--- src/rtl/gb_clk_en_gen.sv ---
// Clock-enable and reset sequencer for the Game Boy top level.
// A free-running divider on the PLL master clock produces one-cycle enables
// (ce_pix at 2x the ce_cpu rate). A lock-aware FSM holds sys_reset until the
// synchronised PLL lock has been stable for RESET_CYCLES clocks.
module gb_clk_en_gen #(
  parameter int DIV_BITS     = 3,
  parameter int RESET_CYCLES = 1023,
  parameter int SYNC_STAGES  = 2
) (
  input  logic clk,
  input  logic reset_n,
  input  logic pll_locked,
  input  logic pause,
  input  logic turbo,
  output logic ce_cpu,
  output logic ce_pix,
  output logic sys_reset,
  output logic running
);

  // A zero-width counter is illegal, so RESET_CYCLES = 0 still gets one bit.
  localparam int RCNT_W = (RESET_CYCLES < 1) ? 1 : $clog2(RESET_CYCLES + 1);
  localparam logic [RCNT_W-1:0] RCNT_LOAD = RCNT_W'(RESET_CYCLES);

  typedef enum logic [1:0] {
    S_WAIT_LOCK = 2'd0,
    S_COUNT     = 2'd1,
    S_RUN       = 2'd2
  } state_t;

  logic [DIV_BITS-1:0]    cnt_q, cnt_d;
  logic                   wrap_d;
  logic                   pix_hit_d;
  logic [SYNC_STAGES-1:0] sync_q;
  logic                   locked_s;
  logic                   pause_mode_q, pause_mode_d;
  logic                   turbo_mode_q, turbo_mode_d;
  logic                   pause_eff;
  state_t                 state_q, state_d;
  logic [RCNT_W-1:0]      rcnt_q, rcnt_d;
  logic                   ce_cpu_q, ce_cpu_d;
  logic                   ce_pix_q, ce_pix_d;
  logic                   sys_reset_q, sys_reset_d;
  logic                   running_q, running_d;

  // Enables are decoded from the value the counter is about to take, so the
  // registered pulse lands on the edge where that count is reached.
  assign cnt_d  = cnt_q + DIV_BITS'(1);
  assign wrap_d = (cnt_d == '0);

  generate
    if (DIV_BITS == 1) begin : g_pix_always
      assign pix_hit_d = 1'b1;
    end else begin : g_pix_div
      assign pix_hit_d = (cnt_d[DIV_BITS-2:0] == '0);
    end
  endgenerate

  assign locked_s = sync_q[SYNC_STAGES-1];

  // Modes change only on the wrap edge, so a CPU period is never cut short
  // or doubled. The freshly sampled value already governs the wrap pulse.
  assign pause_mode_d = wrap_d ? pause : pause_mode_q;
  assign turbo_mode_d = wrap_d ? turbo : turbo_mode_q;

  // The core must keep seeing enabled edges while it is held in reset.
  assign pause_eff = pause_mode_d & ~sys_reset_q;

  assign ce_pix_d = pix_hit_d;
  assign ce_cpu_d = pix_hit_d & (wrap_d | turbo_mode_d) & ~pause_eff;

  // Reset sequencer next-state: wait for lock, count down, run; losing lock
  // anywhere restarts the whole sequence.
  always_comb begin
    state_d = state_q;
    rcnt_d  = rcnt_q;
    case (state_q)
      S_WAIT_LOCK: begin
        rcnt_d = RCNT_LOAD;
        if (locked_s) state_d = S_COUNT;
      end
      S_COUNT: begin
        if (rcnt_q == '0) state_d = S_RUN;
        else              rcnt_d  = rcnt_q - RCNT_W'(1);
      end
      S_RUN: begin
        state_d = S_RUN;
      end
      default: begin
        state_d = S_WAIT_LOCK;
        rcnt_d  = RCNT_LOAD;
      end
    endcase
    if (!locked_s) begin
      state_d = S_WAIT_LOCK;
      rcnt_d  = RCNT_LOAD;
    end
  end

  assign sys_reset_d = (state_d != S_RUN);
  assign running_d   = (state_d == S_RUN);

  // Divider, lock synchroniser, mode latches, FSM and registered outputs.
  always_ff @(posedge clk or negedge reset_n) begin
    if (!reset_n) begin
      cnt_q        <= '0;
      sync_q       <= '0;
      pause_mode_q <= 1'b0;
      turbo_mode_q <= 1'b0;
      state_q      <= S_WAIT_LOCK;
      rcnt_q       <= RCNT_LOAD;
      ce_cpu_q     <= 1'b0;
      ce_pix_q     <= 1'b0;
      sys_reset_q  <= 1'b1;
      running_q    <= 1'b0;
    end else begin
      cnt_q        <= cnt_d;
      sync_q       <= {sync_q[SYNC_STAGES-2:0], pll_locked};
      pause_mode_q <= pause_mode_d;
      turbo_mode_q <= turbo_mode_d;
      state_q      <= state_d;
      rcnt_q       <= rcnt_d;
      ce_cpu_q     <= ce_cpu_d;
      ce_pix_q     <= ce_pix_d;
      sys_reset_q  <= sys_reset_d;
      running_q    <= running_d;
    end
  end

  assign ce_cpu    = ce_cpu_q;
  assign ce_pix    = ce_pix_q;
  assign sys_reset = sys_reset_q;
  assign running   = running_q;

endmodule

--- config.mk ---
export PLATFORM = sky130hd
export DESIGN_NAME = gb_clk_en_gen
export DESIGN_NICKNAME = d
export VERILOG_FILES = /design/src/rtl/gb_clk_en_gen.sv
export SDC_FILE = /design/constraint.sdc
export NUM_CORES = 1
export LEC_CHECK = 0
export CORE_MARGIN = 1.5
export CORE_UTILIZATION = 30
export DETAILED_ROUTE_END_ITERATION = 10
export GPL_ROUTABILITY_DRIVEN = 0
export HOLD_SLACK_MARGIN = 0.02
export PLACE_DENSITY = 0.48
export SYNTH_ARGS = -nofsm -noshare
export SYNTH_HDL_FRONTEND = slang
export SYNTH_SLANG_ARGS = --single-unit
--- constraint.sdc ---
create_clock -name clk -period 4.35 [get_ports clk]
set_clock_uncertainty 0.05 [all_clocks]
set_input_delay 0.6525 -clock clk [delete_from_list [all_inputs] [get_ports clk]]
set_output_delay 0.6525 -clock clk [all_outputs]
set_load 0.01 [all_outputs]
# After elaboration in Yosys (flattened, before gate mapping)
# Cells that the tools add are included.
[op_classes] n_mux=8 bitwise_logic=6 reduce_logical=5 n_eq_ne=6 n_addsub=2
[ops] op="$mux 10" n=2
[ops] op="$pmux 10 s2" n=1
[ops] op="$logic_not 10->1" n=1
[ops] op="$sub 10x1->10 const B" n=1
[ops] op="$pmux 2 s3" n=1
[ops] op="$eq 2x2->1 const B" n=2
[ops] op="$logic_not 2->1" n=2
[ops] op="$mux 2" n=2
[ops] op="$ne 2x2->1 const B" n=2
[ops] op="$add 3x1->3 const B" n=1
[ops] op="$and 1x1->1" n=3
[ops] op="$logic_not 3->1" n=1
[ops] op="$ne 3x3->1 const B" n=1
[ops] op="$eq 2x1->1 const B" n=1
[ops] op="$mux 1" n=2
[ops] op="$not 1->1" n=2
[ops] op="$reduce_and 2->1" n=1
[ops] op="$or 1x1->1" n=1
[word_totals] word_cells=37 reg_bits=23 output_inout_bits=4

# Depth between registers and ports, before layout
# Gate-level depths: netlist (run 1).
[depth] ltp_word=6 mapped_depth=6 ltp_nobuf=6

# Worst setup path after synthesis (run 1)
# No wires, ideal clock.
[synth_path] kind="register to register" start="register rcnt_q[0]" end="register rcnt_q[6]" path_stages_with_launch=7 required_ps=4234 setup_slack_ps=2462 synth_period_minus_slack_ps=1888 setup_time_ps=66 arrival_time_ps=1772 path_cell_list="dfstp_2 inv_1 ha_1 nor3b_1 and3_1 or4_1 nand4_1"
[synth_via] elab_chain_cells=4 elab_cells_between_ends=7 classes_between="add/sub (1); eq/ne (1); mux (3); reduce/logical (2)"
[synth_lines] item="from (decl)" line_no="40" rtl="logic [RCNT_W-1:0] rcnt_q, rcnt_d;"
[synth_lines] item="from (signal assigned)" line_no="122" rtl="rcnt_q <= rcnt_d;"
[synth_lines] item="$sub 10x1->10" line_no="84" rtl="else rcnt_d = rcnt_q - RCNT_W'(1);"
[synth_lines] item="$mux 10" line_no="83" rtl="if (rcnt_q == '0) state_d = S_RUN;"
[synth_lines] item="$pmux 10 s2" line_no="77" rtl="case (state_q)"
[synth_lines] item="$mux 10" line_no="94" rtl="if (!locked_s) begin"
# Several ways; a longest one is shown, not always the timed one. The select of a mux whose other input is x is not followed.
# A chain may end at the register's enable or synchronous reset.

# Worst setup path after layout (run 1)
[layout_path] start="register sys_reset_q, in the netlist sys_reset" end="output port sys_reset"
[layout_lines] item="from (decl)" line_no="43" rtl="logic sys_reset_q, sys_reset_d;"
[layout_lines] item="from (signal assigned)" line_no="125" rtl="sys_reset_q <= sys_reset_d;"
[layout_lines] item="to (decl)" line_no="17" rtl="output logic sys_reset,"
# No word-level cell between the ends.

==> results of run 1 <==
==> synthesized netlist by cell type (all sizes together), types with 3 or more instances <==
| master | number | share of area (%) |
|---|---|---|
| dfrtp | 12 | 28 |
| dfstp | 11 | 27 |
| o21ai | 7 | 3.3 |
| a31oi | 5 | 2.9 |
| inv | 5 | 1.8 |
| nand3 | 5 | 2.3 |
| nor2 | 5 | 1.8 |
| nor3 | 5 | 2.3 |
| and3 | 4 | 2.3 |
| nand2b | 4 | 3.0 |
| a21boi | 3 | 2.1 |
| clkbuf | 3 | 1.1 |
| ha | 3 | 3.5 |
| nand2 | 3 | 1.1 |
| or4 | 3 | 2.1 |
==> flip-flops by register name (all words and copies together), names as in the netlist <==
signal / cells
sync_q: 2
sys_reset: 1
rcnt_q: 10
running: 1
ce_cpu: 1
cnt_q: 3
ce_pix: 1
pause_mode_q: 1
state_q: 2
turbo_mode_q: 1
==> cell families (layout without fill, tap and decap cells) <==
family	after synthesis	after routing	synth area share, %
compound gates	23	23	13.43
fa+ha+maj	3	3	3.505
buf+inv	8	17	2.804
flops	23	23	55.02
mux	3	3	3.037
simple gates	38	38	22.20
==> cell type report <==
class	count	area, um^2
Fill cell	343	2165
Clock inverter	1	5.005
Multi-Input combinational cell	67	451.7
Sequential cell	23	589.3
Timing Repair Buffer	8	80.08
Tap cell	46	57.56
Clock buffer	3	22.52
Inverter	5	18.77
==> metrics by stage <==
stage | hold WS [ns] | worst slack, ns | total power (uW)
floorplan | 0.2812 | 2.462 | 231.6
global placement | 0.2837 | 2.391 | 241.0
detailed placement | 0.2863 | 2.361 | 241.6
CTS | 0.3159 | 2.243 | 344.3
global route | 0.3251 | 2.099 | 355.7
finish | 0.3142 | 2.258 | 340.4
==> where the power goes <==
group | total (uW) | internal [uW] | leakage (uW) | switching (uW)
registers | 221 | 218 | 0.000268 | 2.96
logic | 16.4 | 6.94 | 0.000239 | 9.44
clock network | 103 | 34.5 | 0.0000177 | 68.3
total | 340 | 260 | 0.000525 | 80.7
==> routing by layer <==
layer | part of all wire, % | wire [um] | track usage, % | vias up
li1 | - | - | - | 377
met2 | 49 | 1036 | 21.24 | 9
met3 | 2.4 | 51 | 2.342 | 5
met4 | 2.0 | 42 | 5.833 | 0
met5 | 0 | 0 | 0 | -
met1 | 46 | 979 | 14.81 | 385
==> worst max-delay path by stage <==
| stage | start | endpoint | slack (ns) | cells past startpoint |
|---|---|---|---|---|
| after floorplan | rcnt_q[0]$_DFFE_PN1P_ | rcnt_q[6]$_DFFE_PN1P_ | 2.46 | 6 |
| after global placement | reset_n | cnt_q[0]$_DFF_PN0_ | 2.39 | 1 |
| after detailed placement | reset_n | cnt_q[1]$_DFF_PN0_ | 2.36 | 1 |
| after CTS | sys_reset$_DFF_PN1_ | sys_reset | 2.24 | 1 |
| after global routing | rcnt_q[0]$_DFFE_PN1P_ | sys_reset$_DFF_PN1_ | 2.10 | 6 |
| final | sys_reset$_DFF_PN1_ | sys_reset | 2.26 | 1 |
==> results_dict.tcl, run 1 <==
set metrics [dict create \
    cts.repair.resized 0 \
    insertion_delay_ns 0.33 \
    cts_buffers 3 \
    synth-async-reset-ratio_pct 100.0 \
    clock_path_buffers 2 \
    hold_viol 0 \
    synth_edf_count 0 \
    final_cell_area_um2 1225 \
    setup_tns_ns 0 \
    dp_cells 149 \
    h-tree-depth 1 \
    finalSetupViolCount 0 \
    cts_tree "yes" \
    worstPathRequired_ns 3.65 \
    maxSlewViolCount 0 \
    fp.dieH_um 62.75 \
    drt_wl_total_um 2109 \
    clock_sinks 23 \
    ys_types 31 \
    antenna_found_initial 0 \
    hold_start "sync_q[0]$_DFF_PN0_" \
    timing.max_cap.violations 0 \
    avgSynthCellArea_um2 10.93 \
    rrSetupSlack_ns 2.31 \
    start_util_pct 31.60 \
    synth_area_um2 1071 \
    utilization_pct 36.14 \
    peakVddDrop_uv 78.36 \
    post_cts_buffers 0 \
    fin_crit_ns 2.092 \
    grt_max_degree 24 \
    hold_end "sync_q[1]$_DFF_PN0_" \
    drive_gt1_share_pct 18.69 \
    yosysWarnings 0 \
    timing.rr.start "rcnt_q[0]$_DFFE_PN1P_" \
    crit_fanout 2 \
    status "finished clean" \
    cts_root_buffer "clkbuf_4" \
    ios 9 \
    grt_util_all_layers_pct 12.34 \
    worst_pin_slew_ns 1.035 \
    reg2reg_to "rcnt_q[6]$_DFFE_PN1P_" \
    yosysSeqAreaShare_pct 55.02 \
    viasPerCell 5.072 \
    dieArea_um2 3938 \
    grt_pass1_wl_um 3774 \
    grt_pass1_vias 845 \
    ys.flop_type "dfrtp_1" \
    hold_class "reg -> reg" \
    placedInstanceArea_um2 1197 \
    fmax_mhz 478.1 \
    min_path_cells 0 \
    fin_cells 153 \
    rr_worst_depth 6 \
    diodes 0 \
    detail_route.wl_per_cell_um 13.78 \
    slowest_delay_ns 0.55 \
    syn-num-nets 106 \
    layout_commonest_cell "dfrtp_1" \
    portBuffers 8 \
    firstDrtPassIters 3 \
    crit_chain "clkdlybuf4s50_1" \
    nets 116 \
    critPathSlowestCell "dfstp_2" \
    core_area_um2 3390 \
    layout_common_cells "12 x dfrtp_1, 11 x dfstp_2, 8 x clkdlybuf4s50_1" \
    crit_type "reg -> out" \
    clkSlewWorstSetupHoldPaths_ns 0.12 \
    crit_buf_inv 1 \
    detail-route-antenna-nets 0 \
    drc 0 \
    grt_remaining_overflow 0 \
    drtIter0Drc 34 \
    max_slew_margin_pct 30.78 \
    cts_hold_buf 0 \
    period_share_pct 48.08 \
    syn-instance-count 98 \
    crit_family "flip-flops" \
    arrival_ns 1.39 \
    powerDensity_nw_per_um2 277.9 \
    vias 776 \
    start_kind "flip-flop" \
    ys_ff_latch 23 \
    fp.dieW_um 62.75 \
    cellLeakagePower_uw 0.0005247 \
    area_growth_pct 14.37 \
    rsz0062_at_grt "false" \
    end_kind "output pin" \
    rows 21 \
]
Power figures use the tool's default switching activity.
==> run 2, diff against run 1 <==
- PLACE_DENSITY: 0.48 -> 0.49
- clock period: 4.35 -> 1.7 ns (I/O delays scaled with it)
==> run 2 against run 1 <==
  * The flow now finishes with violations (setup timing)
  * Global-route usage is 0.38 points higher
  * Die area stayed put
  * Flip-flop and latch count stayed put
  * Utilization is 4.4 points higher
  * Final cell count is 9.8% higher
==> results_dict.tcl, run 2 (synthesis results as in run 1) <==
set metrics [dict create \
    use_met3_pct 1.622 \
    status "complete, but fails checks" \
    end_kind "flip-flop" \
    fmax_mhz 561.3 \
    grt_remaining_overflow 0 \
    diodes 0 \
    crit_type "reg -> reg" \
    dp_hpwl_um 1579 \
    largestRegisters "rcnt_q (10), cnt_q (3)" \
    vias 820 \
    max_slew_margin_pct 77.30 \
    arrival_ns 1.99 \
    clkSlewWorstSetupHoldPaths_ns 0.13 \
    dp_cells 160 \
    nets 131 \
    start_util_pct 31.60 \
    placedInstanceArea_um2 1309 \
    layout_commonest_cell "buf_4" \
    fp.dieW_um 62.75 \
    crit_fanout 3 \
    area_growth_pct 28.15 \
    powerDensity_nw_per_um2 645.2 \
    h-tree-depth 1 \
    finalSetupViolCount 1 \
    grt_util_all_layers_pct 12.72 \
    final_cell_area_um2 1373 \
    detail-route-antenna-nets 0 \
    worstPathRequired_ns 1.91 \
    ios 9 \
    top_register "rcnt_q" \
    worst_pin_slew_ns 0.3379 \
    rows 21 \
    drc 0 \
    insertion_delay_ns 0.31 \
    portBuffers 8 \
    critPathSlowestCell "dfstp_2" \
    grt_pass1_vias 849 \
    fp.dieH_um 62.75 \
    cellLeakagePower_uw 0.0006091 \
    dieArea_um2 3938 \
    rsz0062_at_grt "true" \
    hold_viol 0 \
    setup_ws_ns -0.08147 \
    fin_crit_ns 1.781 \
    violations "setup timing" \
    layout_common_cells "15 x buf_4, 12 x dfrtp_1, 11 x dfstp_2" \
    core_area_um2 3390 \
    hold_class "in -> async" \
    cts_buffers 3 \
    slowest_delay_ns 0.57 \
    largest_register_ffs 10 \
    nFillCells 334 \
    firstDrtPassIters 4 \
    grt_busiest_layer "met1" \
    cts_tree "yes" \
    cts_root_buffer "clkbuf_4" \
    grt_max_degree 24 \
    drive_gt1_share_pct 34.43 \
    grt.met2_usage_pct 18.95 \
    viasPerCell 4.881 \
    clock_sinks 23 \
    timing.max_cap.violations 0 \
    detail_route.wl_per_cell_um 13.27 \
    grt_pass1_wl_um 3981 \
    power_uw 885.5 \
    use_met1_pct 19.10 \
    fin_cells 168 \
    drtIter0Drc 18 \
    peakVddDrop_uv 270.3 \
    clock_path_buffers 2 \
    maxSlewViolCount 0 \
    antenna_found_initial 0 \
    crit_chain "inv_2 -> ha_4 -> nor3b_4 -> and3_4 -> or4_4 -> nand4_1" \
    drt_wl_total_um 2230 \
    start_kind "flip-flop" \
    period_share_pct 104.8 \
]
[run 2: changes by cell type in the layout (fill, tap and decap cells not counted), sizes merged]
cell	change
buf	+15
clkdlybuf4s50	-1
dlygate4sd2	+1
[run 2: worst max-delay path: cells and delay by family, from the launching register on]
kind                       cells  cell delay [ns]
buffers and inverters          1             0.05
and+or+nand+nor                4             0.90
adders and majority gates      1             0.16
DFF                            1             0.57
[run 2: per-layer routing]
metal / vias to the layer above / wire length, um
li1: 408 / -
met4: 0 / 13
met1: 402 / 1133
met3: 2 / 52
met5: - / 0
met2: 8 / 1030
[run 2: what timing repair did]
action                     in CTS  in global routing
setup buffers                   2                  2
pin swaps                       3                  2
resized for setup               2                  2
setup endpoints to repair       2                  8
hold buffers                    0                  0
[run 2: layout make-up]
cell class | instances | area [um^2] | share of cell area (%)
clock inverter | 1 | 5.005 | 0.3646
clock buffer | 3 | 22.52 | 1.641
tap | 46 | 57.56 | 4.193
inverter | 5 | 18.77 | 1.367
multi-input combinational | 67 | 488.0 | 35.55
timing repair buffer | 23 | 191.4 | 13.95
sequential | 23 | 589.3 | 42.94
[run 2: metrics by stage]
| stage | setup TNS [ns] | util [%] | setup slack (ns) | hold slack [ns] |
|---|---|---|---|---|
| after CTS | -0.07461 | 39.94 | -0.07461 | 0.2401 |
| after global routing | -0.2821 | 40.49 | -0.1385 | 0.2586 |
| after global placement | -0.02265 | 38.61 | -0.02265 | 0.2866 |
| after detailed placement | -0.06795 | 38.61 | -0.06795 | 0.2847 |
| final | -0.08147 | 40.49 | -0.08147 | 0.2363 |
| after floorplan | -0.03918 | - | -0.03918 | -0.09059 |
[run 2: worst paths after layout]
kind	slack [ns]	to	start	depth (start not counted)
max	-0.08	rcnt_q[6]$_DFFE_PN1P_	rcnt_q[0]$_DFFE_PN1P_	6
min	0.24	running$_DFF_PN0_	reset_n	2
max reg2reg	-0.08	rcnt_q[6]$_DFFE_PN1P_	rcnt_q[0]$_DFFE_PN1P_	6
min reg2reg	0.32	sync_q[1]$_DFF_PN0_	sync_q[0]$_DFF_PN0_	0
max in group asynchronous	1.08	sys_reset$_DFF_PN1_	reset_n	2
min in group clk	0.32	sync_q[1]$_DFF_PN0_	sync_q[0]$_DFF_PN0_	0
[run 2: report_power, final]
part	switching, uW	internal, uW	leakage (uW)
clock network	170	87.9	0.0000177
logic	29.6	32.0	0.000324
registers	7.41	558	0.000268
total	207	678	0.000609
==> run 3, diff against run 2 <==
- CAP_MARGIN: not set -> 20
- GPL_TIMING_DRIVEN: not set -> 0
- SLEW_MARGIN: not set -> 10
==> run 3 against run 2 <==
  * The run still ends with setup timing left
  * Final area shrank 0.46%
  * Flip-flop and latch count unchanged
  * Wire length is 5.2% lower
  * Global-route usage fell by 1.3 points
  * Sequential share of layout area grew 0.20 points
  * Setup slack lost 0.016 ns
  * Critical path type unchanged
  * Largest cell class unchanged
==> results_dict.tcl, run 3 (synthesis results as in run 1) <==
set metrics [dict create \
    status "complete, but fails checks" \
    violations "setup timing" \
    peakVddDrop_uv 549.3 \
    firstDrtPassIters 9 \
    power_frac_clock_pct 28.5 \
    detail-route-antenna-nets 0 \
    grt_max_degree 24 \
    rows 21 \
    grt_util_all_layers_pct 11.41 \
    cts_tree "yes" \
    clock_sinks 23 \
    hold_class "in -> async" \
    core_area_um2 3390 \
    holdWs_ns 0.1880 \
    diodes 0 \
    internal-power_uw 678.8 \
    layout_common_cells "12 x dfrtp_1, 11 x dfstp_2, 8 x buf_4" \
    p_sw_share_pct 22.58 \
    powerDensity_nw_per_um2 641.7 \
    drc 0 \
    drt_wl_total_um 2115 \
    drive_gt1_share_pct 31.93 \
    crit_fanout 3 \
    start_kind "flip-flop" \
    combPwrFrac_pct 7.3 \
    max_slew_margin_pct 70.27 \
    fp.dieH_um 62.75 \
    power_uw 876.7 \
    cts_hold_buf 0 \
    maxSlewViolCount 0 \
    fin_crit_ns 1.798 \
    setup_ws_ns -0.09753 \
    worstPathRequired_ns 1.90 \
    layout_commonest_cell "dfrtp_1" \
    arrival_ns 2.00 \
    largest_register_ffs 10 \
    antenna_found_initial 0 \
    h-tree-depth 1 \
    rsz0062_at_grt "true" \
    cts_root_buffer "clkbuf_4" \
    cts_buffers 3 \
    dieArea_um2 3938 \
    worst_pin_slew_ns 0.4446 \
    top_register "rcnt_q" \
    grt_remaining_overflow 0 \
    nets 128 \
    insertion_delay_ns 0.31 \
    fp.dieW_um 62.75 \
    hold_viol 0 \
    start_util_pct 31.60 \
    slowest_delay_ns 0.50 \
    grt_pass1_vias 742 \
    period_share_pct 105.7 \
    critPathSlowestCell "or4_1" \
    clock_path_buffers 2 \
    vias 796 \
    grt_pass1_wl_um 3484 \
    nFillCells 325 \
    drtIter0Drc 23 \
    crit_type "reg -> reg" \
    dp_hpwl_um 1484 \
    detail_route.wl_per_cell_um 12.82 \
    end_kind "flip-flop" \
    crit_chain "inv_2 -> ha_4 -> nand2b_4 -> or4_4 -> or4_1 -> nand4_1" \
    portBuffers 8 \
    timing.max_cap.violations 0 \
    seqPwrFrac_pct 64.1 \
    finalSetupViolCount 1 \
    ios 9 \
    largestRegisters "rcnt_q (10), cnt_q (3)" \
    viasPerCell 4.824 \
    fmax_mhz 556.3 \
    area_growth_pct 27.57 \
    clkSlewWorstSetupHoldPaths_ns 0.13 \
    cellLeakagePower_uw 0.0005927 \
    switching_power_uw 197.9 \
]
-- run 3: critical path, delay by kind of cell (launching register included) --
kind          cells  cell delay [ns]
fa+ha+maj         1             0.15
buf+inv           1             0.07
flops             1             0.40
simple gates      4             1.07
-- run 3: path summary, 6_finish.rpt --
path / start / endpoint / slack (ns) / depth (start not counted)
setup / recovery: rcnt_q[0]$_DFFE_PN1P_ / rcnt_q[6]$_DFFE_PN1P_ / -0.1 / 6
hold / removal: reset_n / state_q[0]$_DFF_PN0_ / 0.19 / 1
setup reg to reg: rcnt_q[0]$_DFFE_PN1P_ / rcnt_q[6]$_DFFE_PN1P_ / -0.1 / 6
hold reg to reg: sync_q[0]$_DFF_PN0_ / sync_q[1]$_DFF_PN0_ / 0.31 / 0
max in group asynchronous: reset_n / rcnt_q[6]$_DFFE_PN1P_ / 0.90 / 2
min in group clk: sync_q[0]$_DFF_PN0_ / sync_q[1]$_DFF_PN0_ / 0.31 / 0
-- run 3: cell type report --
cell class	count	area [um^2]	share of cell area (%)
Clock buffer	3	22.52	1.648
Clock inverter	1	5.005	0.3663
Inverter	5	18.77	1.374
Buffer	3	11.26	0.8242
Timing Repair Buffer	17	166.4	12.18
Tap cell	46	57.56	4.212
Multi-Input combinational cell	67	495.5	36.26
Sequential cell	23	589.3	43.13
-- run 3: what timing repair did --
action / CTS / global route
setup buffers: 5 / 3
gates resized for setup: 3 / 4
hold endpoints to repair: 0 / 0
endpoints found under the setup margin: 4 / 8
pin swaps: 4 / 4
-- run 3: per-stage QoR --
stage,area (um^2),TNS [ns],instances,setup WS [ns],util [%]
finish,1366,-0.09753,165,-0.09753,40.31
global route,1366,-0.1323,165,-0.1323,40.31
CTS,1305,-0.1177,161,-0.1177,38.50
detailed placement,1237,-0.1810,152,-0.1045,36.51
global placement,1237,-0.1073,152,-0.1073,36.51
floorplan,1100,-0.03918,98,-0.03918,-
-- run 3: power by group through the flow --
stage	registers [uW]	clock network (uW)	logic, uW
6_report	562	250	64.3
5_1_grt	563	292	73.0
4_1_cts	562	271	55.2
3_5_place_dp	573	0	49.1
3_3_place_gp	572	0	48.2
2_1_floorplan	572	0	23.3
-- run 3: layer usage --
metal,wire length [um],GRT usage (%)
met2,1036,18.28
met1,1029,15.30
met4,0,2.500
met5,0,0
met3,49,3.423
